`src/rtl/elp_tracker_if.sv`:
```
// Commit-side bus of the ELP tracker, plus the shared ELP and exception types
// that the tracker and its neighbours exchange.

interface elp_tracker_if #(
  parameter int unsigned LABEL_W = 20
);
  logic               commit_valid_i;
  logic               commit_is_ijump_i;
  logic [4:0]         commit_rs1_i;
  logic [LABEL_W-1:0] x7_label_i;
  logic [1:0]         complete_cfi_i;

  modport master (
    output commit_valid_i, commit_is_ijump_i, commit_rs1_i, x7_label_i, complete_cfi_i
  );
  modport slave (
    input  commit_valid_i, commit_is_ijump_i, commit_rs1_i, x7_label_i, complete_cfi_i
  );
endinterface

package riscv;
  typedef enum logic {
    NO_LP_EXPECTED = 1'b0,
    LP_EXPECTED    = 1'b1
  } elp;

  localparam logic [63:0] SW_CHECK = 64'd18;
endpackage

package ariane_pkg;
  typedef struct packed {
    logic [63:0] cause;
    logic [63:0] tval;
    logic        valid;
  } exception_t;
endpackage

```
`src/rtl/elp_tracker.sv`:
```
// Zicfilp expected-landing-pad tracker: arms on an indirect JALR, checks the
// landing pad at the target, and raises a software-check fault on violation.

module elp_tracker #(
  parameter int unsigned LABEL_W = 20,
  parameter int unsigned CNT_W   = 16
) (
  input  logic                   clk_i,
  input  logic                   rst_i,
  input  logic                   xlpad_i,
  input  logic                   debug_mode_i,
  elp_tracker_if.slave           commit_if,
  input  logic                   trap_i,
  input  logic                   xret_i,
  output riscv::elp              elp_o,
  output logic [LABEL_W-1:0]     label_o,
  output riscv::elp              prev_elp_o,
  output ariane_pkg::exception_t fault_o,
  output logic [CNT_W-1:0]       viol_cnt_o
);

  typedef enum logic [1:0] {
    S_IDLE   = 2'd0,
    S_EXPECT = 2'd1,
    S_FAULT  = 2'd2
  } state_e;

  localparam logic [1:0] CFI_PASS = 2'b11;
  localparam logic [63:0] LPAD_TVAL = 64'd2;

  state_e             state_q,    state_d;
  logic [LABEL_W-1:0] label_q,    label_d;
  riscv::elp          prev_elp_q, prev_elp_d;
  logic [CNT_W-1:0]   viol_cnt_q, viol_cnt_d;

  logic      jalr_commit;
  logic      link_rs1;
  riscv::elp cur_elp;

  assign jalr_commit = commit_if.commit_valid_i & commit_if.commit_is_ijump_i;
  // x1/x5/x7 as rs1 mark returns and software-guarded calls, which never arm.
  assign link_rs1    = commit_if.commit_rs1_i inside {5'd1, 5'd5, 5'd7};
  assign cur_elp     = (state_q == S_IDLE) ? riscv::NO_LP_EXPECTED : riscv::LP_EXPECTED;

  // State register
  always_ff @(posedge clk_i) begin
    // NOTE: non-blocking assignments keep every flop sampling pre-edge values.
    if (rst_i) begin
      state_q    <= S_IDLE;
      label_q    <= '0;
      prev_elp_q <= riscv::NO_LP_EXPECTED;
      viol_cnt_q <= '0;
    end else begin
      state_q    <= state_d;
      label_q    <= label_d;
      prev_elp_q <= prev_elp_d;
      viol_cnt_q <= viol_cnt_d;
    end
  end

  // Next-state logic
  always_comb begin
    // NOTE: hold-by-default assignments up front prevent latch inference.
    state_d    = state_q;
    label_d    = label_q;
    prev_elp_d = prev_elp_q;
    viol_cnt_d = viol_cnt_q;

    if (debug_mode_i) begin
      state_d = state_q;
    end else if (trap_i) begin
      prev_elp_d = cur_elp;
      state_d    = S_IDLE;
    end else if (xret_i) begin
      state_d    = (prev_elp_q == riscv::LP_EXPECTED && xlpad_i) ? S_EXPECT : S_IDLE;
      prev_elp_d = riscv::NO_LP_EXPECTED;
    end else if (!xlpad_i) begin
      // A pending fault still has to be taken as a trap.
      if (state_q != S_FAULT) state_d = S_IDLE;
    end else begin
      unique case (state_q)
        S_IDLE: begin
          if (jalr_commit && !link_rs1) begin
            state_d = S_EXPECT;
            label_d = commit_if.x7_label_i;
          end
        end
        S_EXPECT: begin
          if (commit_if.commit_valid_i) begin
            if (commit_if.complete_cfi_i == CFI_PASS && !commit_if.commit_is_ijump_i) begin
              state_d = S_IDLE;
            end else begin
              state_d = S_FAULT;
              if (viol_cnt_q != '1) viol_cnt_d = viol_cnt_q + CNT_W'(1);
            end
          end
        end
        S_FAULT: state_d = S_FAULT;
        default: state_d = S_IDLE;
      endcase
    end
  end

  // Output decode
  always_comb begin
    fault_o = '0;
    elp_o   = cur_elp;
    if (state_q == S_FAULT) begin
      fault_o.valid = 1'b1;
      fault_o.cause = riscv::SW_CHECK;
      fault_o.tval  = LPAD_TVAL;
    end
  end

  assign label_o    = label_q;
  assign prev_elp_o = prev_elp_q;
  assign viol_cnt_o = viol_cnt_q;

endmodule

```
`src/flat_wrapper.sv`:
```
// flat-port wrapper written by rule: the top's interface ports become plain ports
module elp_tracker_flat 
#(
  parameter int unsigned LABEL_W = 20,
  parameter int unsigned CNT_W   = 16
)
  (clk_i, rst_i, xlpad_i, debug_mode_i, trap_i, xret_i, elp_o, label_o, prev_elp_o, fault_o, viol_cnt_o, commit_if_commit_valid_i, commit_if_commit_is_ijump_i, commit_if_commit_rs1_i, commit_if_x7_label_i, commit_if_complete_cfi_i);
  elp_tracker_if #(.LABEL_W(LABEL_W)) commit_if_i ();
  input  logic clk_i;
  input  logic rst_i;
  input  logic xlpad_i;
  input  logic debug_mode_i;
  input  logic trap_i;
  input  logic xret_i;
  output riscv::elp elp_o;
  output logic [LABEL_W-1:0] label_o;
  output riscv::elp prev_elp_o;
  output ariane_pkg::exception_t fault_o;
  output logic [CNT_W-1:0] viol_cnt_o;
  input wire logic [$bits(commit_if_i.commit_valid_i)-1:0] commit_if_commit_valid_i;
  input wire logic [$bits(commit_if_i.commit_is_ijump_i)-1:0] commit_if_commit_is_ijump_i;
  input wire logic [$bits(commit_if_i.commit_rs1_i)-1:0] commit_if_commit_rs1_i;
  input wire logic [$bits(commit_if_i.x7_label_i)-1:0] commit_if_x7_label_i;
  input wire logic [$bits(commit_if_i.complete_cfi_i)-1:0] commit_if_complete_cfi_i;
  assign commit_if_i.commit_valid_i = commit_if_commit_valid_i;
  assign commit_if_i.commit_is_ijump_i = commit_if_commit_is_ijump_i;
  assign commit_if_i.commit_rs1_i = commit_if_commit_rs1_i;
  assign commit_if_i.x7_label_i = commit_if_x7_label_i;
  assign commit_if_i.complete_cfi_i = commit_if_complete_cfi_i;
  elp_tracker #(.LABEL_W(LABEL_W), .CNT_W(CNT_W)) u_core (.clk_i(clk_i), .rst_i(rst_i), .xlpad_i(xlpad_i), .debug_mode_i(debug_mode_i), .commit_if(commit_if_i), .trap_i(trap_i), .xret_i(xret_i), .elp_o(elp_o), .label_o(label_o), .prev_elp_o(prev_elp_o), .fault_o(fault_o), .viol_cnt_o(viol_cnt_o));
endmodule
```
`config.mk`:
```
export PLATFORM = sky130hd
export DESIGN_NAME = elp_tracker_flat
export DESIGN_NICKNAME = d
export VERILOG_FILES = /design/src/rtl/elp_tracker_if.sv /design/src/rtl/elp_tracker.sv /design/src/flat_wrapper.sv
export SDC_FILE = /design/constraint.sdc
export NUM_CORES = 1
export LEC_CHECK = 0
export ABC_AREA = 0
export CAP_MARGIN = 20
export CORE_UTILIZATION = 40
export CTS_BUF_LIST = sky130_fd_sc_hd__clkbuf_2
export DETAILED_ROUTE_END_ITERATION = 10
export DONT_BUFFER_PORTS = 1
export SETUP_SLACK_MARGIN = 0.2
export SKIP_LAST_GASP = 1
export SLEW_MARGIN = 15
export SYNTH_ARGS = -nofsm -noshare
export SYNTH_HDL_FRONTEND = slang
export SYNTH_SLANG_ARGS = --single-unit
```
`constraint.sdc`:
```
create_clock -name clk_i -period 4.2 [get_ports clk_i]
set_clock_uncertainty 0.2 [all_clocks]
set_input_delay 0.63 -clock clk_i [delete_from_list [all_inputs] [get_ports clk_i]]
set_output_delay 0.63 -clock clk_i [all_outputs]
set_load 0.05 [all_outputs]
```
; Word level (Yosys, flattened, before mapping)
; Cells that the tools add are included.
[classes]
n_addsub = 1
eq_ne = 10
mux = 13
n_bitwise = 5
n_reduce_logical = 13
[op_table]
columns = op, n
row1 = two-way mux 70 bit, 1
row2 = "adder 16 x 1 -> 16 bit, second input constant", 1
row3 = "inequality test 16 bit, second input constant", 1
row4 = two-way mux 2 bit, 7
row5 = "== test 5 x 3 -> 1 bit, second input constant", 2
row6 = "inequality test 5 bit, second input constant", 2
row7 = AND reduction 8 bit, 1
row8 = case mux 2 bit (3 select lines), 1
row9 = AND reduction 6 bit, 1
row10 = "== test 5 x 1 -> 1 bit, second input constant", 1
row11 = "== test 2 bit, second input constant", 2
row12 = two-way mux 1 bit, 4
row13 = NOT 1 bit, 4
row14 = AND reduction 4 bit, 1
row15 = nonzero test 4 bit, 1
row16 = logical AND 1 bit, 3
row17 = nonzero test 3 bit, 1
row18 = "== test 2 x 1 -> 1 bit, second input constant", 1
row19 = zero test 1 bit, 2
row20 = zero test 2 bit, 1
row21 = "inequality test 2 bit, second input constant", 1
row22 = AND reduction 2 bit, 1
row23 = nonzero test 2 bit, 1
row24 = AND 1 bit, 1
[totals]
regBits = 39
output_inout_bits = 167

; Longest topological paths before layout
[logic_depth]
ltp_word = 9
ltp_mapped = 6

; Worst setup path after synthesis
; Ideal clock, no wire load.
[synth_timing]
kind = register to output
startpoint = register u_core.state_q[1]
endpoint = output port fault_o[2] (netlist bit)
arrival_time_ps = 1553
setup_slack_ps = 1817
stages_incl_launch_ff = 3
n_path_buf = 1
path_cell_list = dfxtp_1 -> nor2b_1 -> buf_4
[synth_lines]
columns = element, line_no
row1 = "start, declared", elp_tracker.sv:31  ; state_e state_q, state_d;
row2 = "start signal, assigned", elp_tracker.sv:54  ; state_q <= state_d;
row3 = "end, declared", flat_wrapper.sv:18  ; output ariane_pkg::exception_t fault_o;

; Worst setup path after layout
[layout_timing]
startpoint = register u_core.viol_cnt_q[0], in the netlist u_core.viol_cnt_o[0]
endpoint = register u_core.viol_cnt_q[2], in the netlist u_core.viol_cnt_o[2]
[layout_via]
elab_chain_len = 2
[layout_lines]
columns = element, line_no
row1 = "start, declared", elp_tracker.sv:34  ; logic [CNT_W-1:0] viol_cnt_q, viol_cnt_d;
row2 = "start signal, assigned", elp_tracker.sv:57  ; viol_cnt_q <= viol_cnt_d;
row3 = branches (longest 2 deep; another with adder 16 x 1 -> 16 bit), -
; Several ways; the timed one is not identified.
; A chain may end at the register's enable or synchronous reset.

==> qor.csv <==
metric,value,unit
antenna_found_initial,0,
fmax,357,MHz
synth_edf_count,0,
clkTransAtPathRegs,220,ps
root_buffer,clkbuf_2,
cts_sinks,39,
finalCriticalPeriod,2800,ps
track_usage,14.1,%
syn_area_per_cell,7.98,um^2
cts_buffer_depth,2,
critPathCaptureType,flop,
clk_latency,380,ps
cts_buffers,5,
power.leakage,1.03,nW
initial_utilization,41.7,%
synth_flop_cell,dfxtp_1,
synth-warning-count,0,
post_cts_buffers,0,
grt_pass1_wl,8.41,mm
grt_pass1_vias,1751,
io-pin-count,202,
area_delta_synth_final,-12.2,%
vdd_drop_max,0.149,mV
die_w,86.6,um
outcome,"complete, no violations",
vias,2027,
drv_cap,0,
die_h,86.6,um
drcViolationCount,0,
ys_async_sr_fraction,0,%
setup_viol,0,
final_cell_mix,"conb_1 (125), dfxtp_1 (39), a21oi_1 (30)",
cellPowerDensity,351,nW/um^2
grt_overflow,0,
final_common_cell,conb_1,
crit_required,4300,ps
finalWirelength,5.59,mm
netlist_area,2870,um^2
viasPerCell,4.57,
routabilityCongestion,0.746,
fp.dieArea,7510,um^2
fin_tns_setup,0,ps
critPathArrivalTime,2910,ps
antenna_cells,0,
start_kind,flop,
seq_area_frac_synth,27.2,%
hold_depth,1,
hold_ws,79.9,ps
port_buffers,0,
final_hold_viol_count,0,
cts_resized,0,
drt_iter0_drc,66,
drive_gt1_share,6.32,%
slew_violations,0,
first_pass_iters,4,
cts_hold_buf,0,
grt_max_degree,48,
routedWlPerCell,12.6,um
ys_seq_elements,39,
synth_cells,359,
post-route-period-util,66.7,%
core-area,6870,um^2
cp_max_fo,12,
htree_num_levels,2,
nets,383,
post-dp-hpwl,4.04,mm
yosysUniqueCellTypes,38,
r2r.worst_path.cells,5,
hold_path_class,primary input to flop,
cts_tree,done,
worst_pin_slew,967,ps
rsz0062_at_grt,no,
crit_type,flop to flop,
slew_headroom,35.0,%
ant_nets,0,
rows,30,
==> critical path: stages (launching register included) <==
cell and delay [ps]:
dfxtp_1 760, ha_1 290, nand3_1 140, nor4_2 900, nor3b_1 140, mux2_2 300
==> where the power goes <==
group,leakage [nW],switching [mW],internal [mW]
sequential,0.314,0.00759,0.373
combinational,0.677,0.262,0.00934
clock,0.0404,0.132,0.0980
==> path summary, 6_finish.rpt <==
| kind | start | endpoint | slack [ps] |
|---|---|---|---|
| setup reg to reg | u_core.viol_cnt_o[0] | u_core.viol_cnt_o[2] | 1400 |
| hold reg to reg | u_core.state_q[0] | u_core.state_q[0] | 430 |
| hold / removal | rst_i | u_core.viol_cnt_o[15] | 80 |
| setup / recovery | u_core.viol_cnt_o[0] | u_core.viol_cnt_o[2] | 1400 |
==> flip-flops by register name, indices dropped and copies added, names as in the netlist <==
signal,count
u_core.label_o,20
u_core.prev_elp_o,1
u_core.state_q,2
u_core.viol_cnt_o,16
==> cells in the mapped netlist (all sizes together) (3+ instances only) <==
cell type	number	area share [%]
clkbuf	13	1.7
or4	5	1.3
nand3	29	5.1
nand4	6	1.5
dfxtp	39	27
nor4	3	0.87
nand2	4	0.52
o21ai	25	4.4
o31ai	5	1.3
buf	132	34
nor3	8	1.4
mux2	8	3.1
nor2	12	1.6
a21oi	30	5.2
and4	3	0.92
inv	3	0.39
nor2b	11	2.4
==> metal layers <==
layer,wire length [um],vias up,global-route usage [%]
met5,0,-,0
met4,23,0,4.70
met3,395,2,4.10
met2,3000,95,25.8
met1,2170,964,15.5
li1,-,966,-
==> layout make-up <==
type	instances	area (um^2)
fill	761	4350
multi-input combinational	296	1530
sequential	39	781
tap	96	120
clock inverter	3	38.8
clock buffer	5	25.0
timing repair buffer	2	15.0
inverter	3	11.3
==> cell families after synthesis <==
group                    count (synthesis)  share of synthesized area, %
AND/OR/NAND/NOR                         91                          18.6
AO/OA/AOI/OAI                           71                          14.1
other                                    1                         0.131
adder cells (fa/ha/maj)                  1                         0.437
buffers and inverters                  148                          36.3
multiplexers                             8                          3.14
flip-flops                              39                          27.2
==> through the flow <==
stage	util [%]	total power, mW	cells	setup WS, ps	instance area (um^2)
2_1_floorplan	-	0.748	483	1820	3330
3_3_place_gp	35.7	0.657	436	1430	2450
3_5_place_dp	35.7	0.657	436	1400	2450
4_1_cts	36.6	0.891	444	1380	2520
5_1_grt	36.6	0.920	444	1220	2520
6_report	36.6	0.882	444	1400	2520
Note: power is estimated with default switching activity, not from simulation.
